**src/rtl/cache_block_transfer_unit.sv**
```systemverilog
// Memory-side block transfer engine: one-block write and read FIFOs sequenced onto a per-word bus.
// Define CACHE_XFER_STATS_EN to build the block-completion counters behind stat_rd_o / stat_wr_o.
module cache_block_transfer_unit #(
    parameter int BW_BLOCK        = 2,
    parameter int BW_ADDR         = 26,
    parameter int MAX_OUTSTANDING = 4
) (
    input  logic               clock_i,
    input  logic               reset_i,
    input  logic               cmd_req_i,
    input  logic               cmd_block_i,
    input  logic               cmd_rw_i,
    input  logic [BW_ADDR-1:0] cmd_addr_i,
    output logic               cmd_ready_o,
    output logic               wbuf_ready_o,
    input  logic               wbuf_ack_i,
    input  logic [31:0]        wbuf_data_i,
    output logic               rbuf_ready_o,
    input  logic               rbuf_ack_i,
    output logic [31:0]        rbuf_data_o,
    output logic               ext_req_o,
    output logic               ext_rw_o,
    output logic [BW_ADDR-1:0] ext_addr_o,
    output logic [31:0]        ext_data_o,
    input  logic               ext_gnt_i,
    input  logic               ext_rvalid_i,
    input  logic [31:0]        ext_rdata_i,
    output logic [31:0]        stat_rd_o,
    output logic [31:0]        stat_wr_o
);
    localparam int DEPTH  = 1 << BW_BLOCK;
    localparam int BW_CNT = BW_BLOCK + 1;
    localparam int BW_OUT = $clog2(MAX_OUTSTANDING + 1);

    typedef enum logic [1:0] {
        IDLE     = 2'd0,
        RD_ISSUE = 2'd1,
        RD_WAIT  = 2'd2,
        WR_ISSUE = 2'd3
    } state_t;

    state_t              state_r, state_s;
    logic [BW_ADDR-1:0]  addr_r, addr_s;
    logic [BW_CNT-1:0]   remain_r, remain_s;
    logic                rw_r, rw_s, block_r, block_s;
    logic [BW_OUT-1:0]   outst_r, outst_s;
    logic                req_r, req_s, ready_r;
    logic [31:0]         wmem_r [DEPTH];
    logic [31:0]         rmem_r [DEPTH];
    logic [BW_BLOCK-1:0] wwr_r, wrd_r, rwr_r, rrd_r;
    logic [BW_CNT-1:0]   wcnt_r, wcnt_s, rcnt_r, rcnt_s;
    logic                wpush_s, wpop_s, rpush_s, rpop_s, grant_s, rx_s;

    // FIFO handshakes and next counts; returns only count while words are owed
    always_comb begin
        grant_s = req_r && ext_gnt_i;
        wpush_s = wbuf_ack_i && (wcnt_r < BW_CNT'(DEPTH));
        wpop_s  = grant_s && (state_r == WR_ISSUE);
        rx_s    = ext_rvalid_i && (outst_r != {BW_OUT{1'b0}});
        rpush_s = rx_s && (rcnt_r < BW_CNT'(DEPTH));
        rpop_s  = rbuf_ack_i && (rcnt_r != {BW_CNT{1'b0}});
        wcnt_s  = wcnt_r + BW_CNT'(wpush_s) - BW_CNT'(wpop_s);
        rcnt_s  = rcnt_r + BW_CNT'(rpush_s) - BW_CNT'(rpop_s);
        outst_s = outst_r + BW_OUT'(grant_s && (state_r == RD_ISSUE)) - BW_OUT'(rx_s);
    end

    // Next-state logic and next value of the registered bus request
    always_comb begin
        state_s  = state_r;
        addr_s   = addr_r;
        remain_s = remain_r;
        rw_s     = rw_r;
        block_s  = block_r;
        case (state_r)
            IDLE: begin
                if (cmd_req_i && ready_r) begin
                    rw_s     = cmd_rw_i;
                    block_s  = cmd_block_i;
                    addr_s   = cmd_addr_i;
                    remain_s = cmd_block_i ? BW_CNT'(DEPTH) : BW_CNT'(1);
                    state_s  = cmd_rw_i ? WR_ISSUE : RD_ISSUE;
                end else begin
                    state_s = IDLE;
                end
            end
            RD_ISSUE, WR_ISSUE: begin
                if (grant_s) begin
                    addr_s   = addr_r + BW_ADDR'(1);
                    remain_s = remain_r - BW_CNT'(1);
                    if (remain_r == BW_CNT'(1)) begin
                        state_s = (state_r == RD_ISSUE) ? RD_WAIT : IDLE;
                    end else begin
                        state_s = state_r;
                    end
                end else begin
                    state_s = state_r;
                end
            end
            RD_WAIT: begin
                if (outst_s == {BW_OUT{1'b0}}) begin
                    state_s = IDLE;
                end else begin
                    state_s = RD_WAIT;
                end
            end
            default: state_s = IDLE;
        endcase

        // Read credit counts both buffered words and words still in flight
        if (state_s == RD_ISSUE) begin
            req_s = ((32'(rcnt_s) + 32'(outst_s)) < 32'(DEPTH)) && (32'(outst_s) < 32'(MAX_OUTSTANDING));
        end else if (state_s == WR_ISSUE) begin
            req_s = (wcnt_s != {BW_CNT{1'b0}});
        end else begin
            req_s = 1'b0;
        end
    end

    // Control state, counts and pointers
    always_ff @(posedge clock_i) begin
        if (reset_i) begin
            state_r  <= IDLE;
            addr_r   <= {BW_ADDR{1'b0}};
            remain_r <= {BW_CNT{1'b0}};
            rw_r     <= 1'b0;
            block_r  <= 1'b0;
            outst_r  <= {BW_OUT{1'b0}};
            req_r    <= 1'b0;
            ready_r  <= 1'b1;
            wcnt_r   <= {BW_CNT{1'b0}};
            rcnt_r   <= {BW_CNT{1'b0}};
            wwr_r    <= {BW_BLOCK{1'b0}};
            wrd_r    <= {BW_BLOCK{1'b0}};
            rwr_r    <= {BW_BLOCK{1'b0}};
            rrd_r    <= {BW_BLOCK{1'b0}};
        end else begin
            state_r  <= state_s;
            addr_r   <= addr_s;
            remain_r <= remain_s;
            rw_r     <= rw_s;
            block_r  <= block_s;
            outst_r  <= outst_s;
            req_r    <= req_s;
            ready_r  <= (state_s == IDLE);
            wcnt_r   <= wcnt_s;
            rcnt_r   <= rcnt_s;
            if (wpush_s) wwr_r <= wwr_r + BW_BLOCK'(1);
            if (wpop_s)  wrd_r <= wrd_r + BW_BLOCK'(1);
            if (rpush_s) rwr_r <= rwr_r + BW_BLOCK'(1);
            if (rpop_s)  rrd_r <= rrd_r + BW_BLOCK'(1);
        end
    end

    // FIFO storage; contents are only visible through the counts
    always_ff @(posedge clock_i) begin
        if (wpush_s) wmem_r[wwr_r] <= wbuf_data_i;
        if (rpush_s) rmem_r[rwr_r] <= ext_rdata_i;
    end

    assign cmd_ready_o  = ready_r;
    assign wbuf_ready_o = (wcnt_r < BW_CNT'(DEPTH));
    assign rbuf_ready_o = (rcnt_r != {BW_CNT{1'b0}});
    assign rbuf_data_o  = rbuf_ready_o ? rmem_r[rrd_r] : 32'h0;
    assign ext_req_o    = req_r;
    assign ext_rw_o     = rw_r;
    assign ext_addr_o   = addr_r;
    assign ext_data_o   = (wcnt_r != {BW_CNT{1'b0}}) ? wmem_r[wrd_r] : 32'h0;

`ifdef CACHE_XFER_STATS_EN
    logic [31:0] stat_rd_r, stat_wr_r;
    logic        rd_done_s, wr_done_s;

    assign rd_done_s = block_r && (state_r == RD_WAIT) && (state_s == IDLE);
    assign wr_done_s = block_r && (state_r == WR_ISSUE) && (state_s == IDLE);

    // Block completion counters, wrapping naturally
    always_ff @(posedge clock_i) begin
        if (reset_i) begin
            stat_rd_r <= 32'h0;
            stat_wr_r <= 32'h0;
        end else begin
            if (rd_done_s) stat_rd_r <= stat_rd_r + 32'd1;
            if (wr_done_s) stat_wr_r <= stat_wr_r + 32'd1;
        end
    end

    assign stat_rd_o = stat_rd_r;
    assign stat_wr_o = stat_wr_r;
`else
    logic unused_s;
    assign unused_s  = block_r;
    assign stat_rd_o = 32'h0;
    assign stat_wr_o = 32'h0;
`endif
endmodule

```
**config.mk**
```make
export PLATFORM = sky130hd
export DESIGN_NAME = cache_block_transfer_unit
export DESIGN_NICKNAME = d
export VERILOG_FILES = /design/src/rtl/cache_block_transfer_unit.sv
export SDC_FILE = /design/constraint.sdc
export NUM_CORES = 1
export LEC_CHECK = 0
export BUFFER_PORTS_ARGS = -buffer_cell sky130_fd_sc_hd__clkbuf_2
export CORE_ASPECT_RATIO = 1.75
export CORE_MARGIN = 2
export CORE_UTILIZATION = 58
export DETAILED_ROUTE_END_ITERATION = 10
export MAX_ROUTING_LAYER = met4
export PLACE_DENSITY = 0.91
export SETUP_SLACK_MARGIN = 0.1
export SLEW_MARGIN = 25
export SYNTH_ARGS = -nofsm -noshare
export SYNTH_HDL_FRONTEND = slang
export SYNTH_SLANG_ARGS = --single-unit
```
**constraint.sdc**
```tcl
create_clock -name clock_i -period 5.4 [get_ports clock_i]
set_clock_uncertainty 0.05 [all_clocks]
set_input_delay 1.08 -clock clock_i [delete_from_list [all_inputs] [get_ports clock_i]]
set_output_delay 1.08 -clock clock_i [all_outputs]
set_load 0.01 [all_outputs]
```
==> flow_metrics.env, run 1 <==
export IMPL_status="complete, no violations"
export IMPL_start_util_pct=58.9
export IMPL_ys_ff_latch=311
export IMPL_fmax_mhz=254
export IMPL_cts_tree="built"
export IMPL_areaGrowthSynthToFinish_pct=14.5
export IMPL_rsz0062_at_grt="false"
export IMPL_endpoint_kind="flip-flop"
export IMPL_nets=1173
export IMPL_ys_warn_count=0
export IMPL_crit_path_top_delay_cell="or3_2"
export IMPL_ys_flop_type="edfxtp_1"
export IMPL_ant_nets=0
export IMPL_critPathMaxStageDelay_ps=780
export IMPL_path_delay_family="simple AND/OR/NAND/NOR gates"
export IMPL_drt_initial_drc_count=537
export IMPL_layout_min_cycle_time_ps=3930
export IMPL_leakage_nw=5.57
export IMPL_clock_latency_ps=530
export IMPL_drcViolationCount=0
export IMPL_seq_area_frac_synth_pct=65.6
export IMPL_io_buffers=193
export IMPL_ys_types=67
export IMPL_wire_per_inst_um=20.0
export IMPL_crit_path_frequent_cell="ha_1"
export IMPL_setup_tns_ps=0
export IMPL_grt_pass1_wl_mm=42.1
export IMPL_die_width_um=119
export IMPL_htree_levels=1
export IMPL_vias=7911
export IMPL_min_path_type="flip-flop to flip-flop"
export IMPL_antenna_found_initial=2
export IMPL_layout_cells_most_common="edfxtp_1"
export IMPL_startpoint_type="flip-flop"
export IMPL_die_area_mm2=0.0244
export IMPL_synth_edf_count=256
export IMPL_drtPass1Iterations=5
export IMPL_cts_made_buffers=26
export IMPL_grtUsageTotal_pct=23.1
export IMPL_crit_chain="or3_2 > and2_1 > ha_1 > inv_1 > ha_1 > fa_1 > xor2_1 > xnor2_1 > ha_1 > or3_1 > a311oi_1 > nand3_1 > mux2i_1"
export IMPL_drive_above_1_share_pct=31.3
export IMPL_gp_congestion=0.959
export IMPL_cts_clk_slew_worst_paths_ps=70
export IMPL_core_area_mm2=0.0227
export IMPL_most_common_layout_cells="edfxtp_1, clkbuf_2, mux4_2, conb_1, dfxtp_1"
export IMPL_hold_buffers=0
export IMPL_crit_path_max_fanout=35
export IMPL_total_power_mw=7.12
export IMPL_ir_drop_mv=0.288
export IMPL_cts_root_buffer="clkbuf_16"
export IMPL_finalSetupViolCount=0
export IMPL_tightest_slew_ps=1020
export IMPL_grt_pass1_vias=7799
export IMPL_vias_per_cell=5.76
export IMPL_crit_buf_inv=1
export IMPL_routed_wirelength_mm=27.5
export IMPL_hold_viol=0
export IMPL_maxCapViolations=0
export IMPL_required_ps=5810
export IMPL_syn_instance_count=862
export IMPL_hpwl_mm=17.9
export IMPL_crit_type="flip-flop to flip-flop"
export IMPL_synth_area_mm2=0.0134
export IMPL_maxSlewViolCount=0
export IMPL_grt_overflow=0
export IMPL_cts_buffer_depth=3
export IMPL_cts_resized=0
export IMPL_arrival_ps=4340
export IMPL_finalCritPeriodShare_pct=72.8
export IMPL_powerDensity_mw_per_mm2=464
export IMPL_fillerInstances=1536
export IMPL_cts_setup_buffers=0
export IMPL_relSlewSlack_pct=32.1
export IMPL_cts_num_sinks=311
export IMPL_io_pin_count=258
export IMPL_fp_dieH_um=205
export IMPL_grt_max_degree=45
export IMPL_postSynthAreaPerCell_um2=15.6
export IMPL_rows=73
export IMPL_synth_async_reset_ratio_pct=0
## cells in the mapped netlist, types with 5 or more instances
master    instances  area share (%)
nor3_1           10            0.37
nor4_1            5            0.23
and2_1           49             2.3
a31oi_1          13            0.61
and3_1            8            0.37
dfxtp_1          55             8.2
inv_1            22            0.62
edfxtp_1        256              57
mux4_2           64              11
a21oi_1          26            0.97
nor2_1           31            0.87
clkbuf_1         26            0.73
xnor2_1           5            0.33
nor2b_1          43             2.0
nand3_1          18            0.67
buf_4            65             3.6
ha_1             19             1.8
buf_2            11            0.41
nand2_1          17            0.48
nand4_1          13            0.61
o21ai_0          21            0.78
or3_1             6            0.28
or4_1             6            0.34
## path summary, 6_finish.rpt
| path | start | endpoint | slack [ps] | cells after the start |
|---|---|---|---|---|
| worst max-delay path | rcnt_r[2]$_SDFF_PP0_ | ext_req_o$_SDFF_PP0_ | 1470 | 13 |
| worst max register to register | rcnt_r[2]$_SDFF_PP0_ | ext_req_o$_SDFF_PP0_ | 1470 | 13 |
| worst min register to register | ext_rw_o$_SDFFE_PP0P_ | ext_rw_o$_SDFFE_PP0P_ | 410 | 2 |
| worst min-delay path | ext_rw_o$_SDFFE_PP0P_ | ext_rw_o$_SDFFE_PP0P_ | 410 | 2 |
## cell type report
class,instances,area [um^2],share of cell area [%]
tap,300,375,2.44
inverter,23,86.3,0.562
clock buffer,27,676,4.40
timing repair buffer,208,1080,7.02
clock inverter,21,282,1.83
multi-input combinational,482,4060,26.5
antenna,2,5.00,0.0326
sequential,311,8790,57.3
## state kept, by name (all words and copies together) (netlist names), named ones only
| register | count |
|---|---|
| cmd_ready_o | 1 |
| ext_addr_o | 26 |
| ext_req_o | 1 |
| ext_rw_o | 1 |
| outst_r | 3 |
| rcnt_r | 3 |
| remain_r | 3 |
| rmem_r | 128 |
| rrd_r | 2 |
| rwr_r | 2 |
| state_r | 2 |
| wcnt_r | 3 |
| wmem_r | 128 |
| wrd_r | 2 |
| wwr_r | 2 |
## power breakdown
| part | switching (mW) | internal [mW] |
|---|---|---|
| clock network | 0.839 | 1.21 |
| logic | 1.09 | 0.825 |
| registers | 0.207 | 2.96 |
## worst reg2reg max path, stage by stage, from the launching register on
cell      delay, ps
dfxtp_1         340
or3_2           780
and2_1          320
ha_1            270
inv_1            40
ha_1            190
fa_1            380
xor2_1          160
xnor2_1         190
ha_1            260
or3_1           360
a311oi_1        280
nand3_1         110
mux2i_1         130
## cells by family (layout without fill, tap and decap cells)
logic type | count (synthesis) | in the layout | synth area share [%]
simple gates | 230 | 230 | 10.2
other cells | 1 | 66 | 0.0280
mux | 67 | 67 | 11.0
xor+xnor | 10 | 10 | 0.859
buf+inv | 132 | 279 | 5.97
flops | 311 | 311 | 65.6
compound gates | 89 | 89 | 4.16
fa+ha+maj | 22 | 22 | 2.22
## stage by stage
stage / std cells / util, % / hold slack [ps] / setup slack, ps / cell area, um^2
3_5_place_dp: 1324 / 63.3 / 400 / 1210 / 14400
5_1_grt: 1374 / 67.5 / 473 / 1240 / 15400
3_3_place_gp: 1324 / 63.3 / 396 / 1290 / 14400
6_report: 1374 / 67.5 / 413 / 1470 / 15400
2_1_floorplan: 925 / - / 404 / 1660 / 13600
4_1_cts: 1372 / 67.5 / 412 / 1430 / 15300
## metal layers
metal / wire length, um / up-vias / track usage [%]
met5: 0 / - / -
met2: 15300 / 376 / 43.0
met4: 832 / 0 / 8.08
met1: 9680 / 3926 / 25.2
li1: - / 3550 / -
met3: 1670 / 59 / 2.92
Power figures use the tool's default switching activity.
==> inputs of run 2 (changes only) <==
--- a/config.mk
+++ b/config.mk
@@ -8,10 +8,10 @@
 export BUFFER_PORTS_ARGS = -buffer_cell sky130_fd_sc_hd__clkbuf_2
 export CORE_ASPECT_RATIO = 1.75
 export CORE_MARGIN = 2
-export CORE_UTILIZATION = 58
+export CORE_UTILIZATION = 55
 export DETAILED_ROUTE_END_ITERATION = 10
 export MAX_ROUTING_LAYER = met4
-export PLACE_DENSITY = 0.91
+export PLACE_DENSITY = 0.87
 export SETUP_SLACK_MARGIN = 0.1
 export SLEW_MARGIN = 25
 export SYNTH_ARGS = -nofsm -noshare
==> constraint.sdc (replaced) <==
create_clock -name clock_i -period 3.7 [get_ports clock_i]
set_clock_uncertainty 0.05 [all_clocks]
set_input_delay 0.74 -clock clock_i [delete_from_list [all_inputs] [get_ports clock_i]]
set_output_delay 0.74 -clock clock_i [all_outputs]
set_load 0.01 [all_outputs]
==> run 2 against run 1 <==
Sequential power is 47% higher. First-iteration DRC count fell by 9.7%. Count of clock-buffer cells in the layout rose by 4. Register-to-register slack lost 1100 ps. Final cell count is 0.58% higher. Worst hold slack worse by 44 ps. Utilization shrank 3.3 points. Critical path depth is the same. Die area grew 5.3%. Non-clock buffer count is 1 higher. Setup slack lost 1100 ps. Via count shrank 1.5%. Critical path type unchanged. Largest cell class unchanged. Largest power group unchanged. Highest routed layer unchanged.
==> flow_metrics.env, run 2 (synthesis gave the netlist of run 1 again) <==
export IMPL_reg2reg_from="rcnt_r[2]$_SDFF_PP0_"
export IMPL_io_pin_count=258
export IMPL_powerDensity_mw_per_mm2=675
export IMPL_fp_dieH_um=211
export IMPL_crit_path_frequent_cell="ha_1"
export IMPL_ant_nets=0
export IMPL_wire_per_inst_um=19.5
export IMPL_holdPathEnd="rmem_r[2][17]$_DFFE_PP_"
export IMPL_layout_min_cycle_time_ps=3380
export IMPL_cts_buffer_depth=3
export IMPL_crit_type="flip-flop to flip-flop"
export IMPL_total_power_mw=10.4
export IMPL_critPathMaxStageDelay_ps=410
export IMPL_crit_path_top_delay_cell="or3_1"
export IMPL_maxCapViolations=0
export IMPL_grt_pass1_wl_mm=41.6
export IMPL_cts_made_buffers=26
export IMPL_crit_buf_inv=1
export IMPL_required_ps=4120
export IMPL_io_buffers=193
export IMPL_drcViolationCount=0
export IMPL_arrival_ps=3800
export IMPL_antenna_found_initial=2
export IMPL_cts_num_sinks=311
export IMPL_cts_setup_buffers=0
export IMPL_fillerInstances=1679
export IMPL_maxSlewViolCount=0
export IMPL_r2r_end="ext_req_o$_SDFF_PP0_"
export IMPL_relSlewSlack_pct=41.2
export IMPL_hold_viol=0
export IMPL_die_width_um=122
export IMPL_drive_above_1_share_pct=31.2
export IMPL_ir_drop_mv=0.530
export IMPL_die_area_mm2=0.0257
export IMPL_grt_overflow=0
export IMPL_cts_root_buffer="clkbuf_16"
export IMPL_rsz0062_at_grt="false"
export IMPL_seqCellArea_mm2=0.00879
export IMPL_setup_worst_path_start="rcnt_r[2]$_SDFF_PP0_"
export IMPL_tightest_slew_ps=882
export IMPL_drt_initial_drc_count=485
export IMPL_min_path_type="primary input to flip-flop"
export IMPL_cts_resized=0
export IMPL_startpoint_type="flip-flop"
export IMPL_setup_tns_ps=0
export IMPL_routed_wirelength_mm=27.0
export IMPL_grtUsageTotal_pct=21.6
export IMPL_vias=7792
export IMPL_hold_slack_ps=369
export IMPL_finalSetupViolCount=0
export IMPL_r2r_slack_ps=320
export IMPL_drtPass1Iterations=5
export IMPL_start_util_pct=56.0
export IMPL_vias_per_cell=5.64
export IMPL_core_area_mm2=0.0239
export IMPL_fmax_mhz=296
export IMPL_reg2reg_depth=13
export IMPL_most_common_layout_cells="edfxtp_1, clkbuf_2, mux4_2, conb_1, dfxtp_1"
export IMPL_gp_congestion=0.927
export IMPL_htree_levels=1
export IMPL_finalCritPeriodShare_pct=91.4
export IMPL_clock_latency_ps=540
export IMPL_crit_path_max_fanout=4
export IMPL_hpwl_mm=17.5
export IMPL_grt_max_degree=41
export IMPL_min_delay_path_depth=1
export IMPL_cts_clk_slew_worst_paths_ps=70
export IMPL_path_delay_family="simple AND/OR/NAND/NOR gates"
export IMPL_leakage_nw=5.57
export IMPL_status="complete, no violations"
export IMPL_cts_tree="built"
export IMPL_crit_chain="or3_1 > and2_1 > ha_1 > inv_1 > ha_1 > fa_1 > xor2_1 > xnor2_1 > ha_1 > or3_1 > a311oi_1 > nand3_1 > mux2i_1"
export IMPL_hold_buffers=0
export IMPL_min_from="ext_rdata_i[17]"
export IMPL_nets=1174
export IMPL_endpoint_kind="flip-flop"
export IMPL_multiInputGateArea_mm2=0.00406
export IMPL_areaGrowthSynthToFinish_pct=14.6
export IMPL_layout_cells_most_common="edfxtp_1"
export IMPL_rows=75
export IMPL_grt_pass1_vias=8067
-- run 2: area by class of cell --
class	count	share of cell area, %
Sequential cell	311	57.2
Clock buffer	31	4.50
Clock inverter	15	1.48
Tap cell	308	2.51
Antenna cell	3	0.0489
Timing Repair Buffer	209	7.23
Multi-Input combinational cell	482	26.4
Inverter	23	0.562
-- run 2: worst max-delay path by stage --
stage / to / slack, ps / depth (start not counted)
2_1_floorplan: ext_req_o$_SDFF_PP0_ / 300 / 14
3_3_place_gp: ext_req_o$_SDFF_PP0_ / 170 / 15
3_5_place_dp: ext_req_o$_SDFF_PP0_ / 130 / 15
4_1_cts: ext_req_o$_SDFF_PP0_ / 290 / 13
5_1_grt: ext_req_o$_SDFF_PP0_ / 120 / 13
6_report: ext_req_o$_SDFF_PP0_ / 320 / 13
-- run 2: per-layer routing --
layer  routed length, um  global-route usage [%]
met1                9600                    23.4
met2               14700                    38.7
met3                1630                    3.19
met4                1070                    9.59
met5                   0                       -
-- run 2: metrics by stage --
| step | util, % | std cells | setup WS, ps | cell area (um^2) |
|---|---|---|---|---|
| floorplan | - | 925 | 298 | 13600 |
| global placement | 60.3 | 1333 | 175 | 14400 |
| detailed placement | 60.3 | 1333 | 128 | 14400 |
| CTS | 64.2 | 1379 | 288 | 15400 |
| global route | 64.2 | 1381 | 124 | 15400 |
| finish | 64.2 | 1382 | 319 | 15400 |
-- run 2: report_power, final --
group          switching (mW)  internal, mW  leakage (nW)
Clock                    1.20          1.75         0.447
Sequential              0.322          4.32          2.78
Combinational            1.55          1.23          2.34
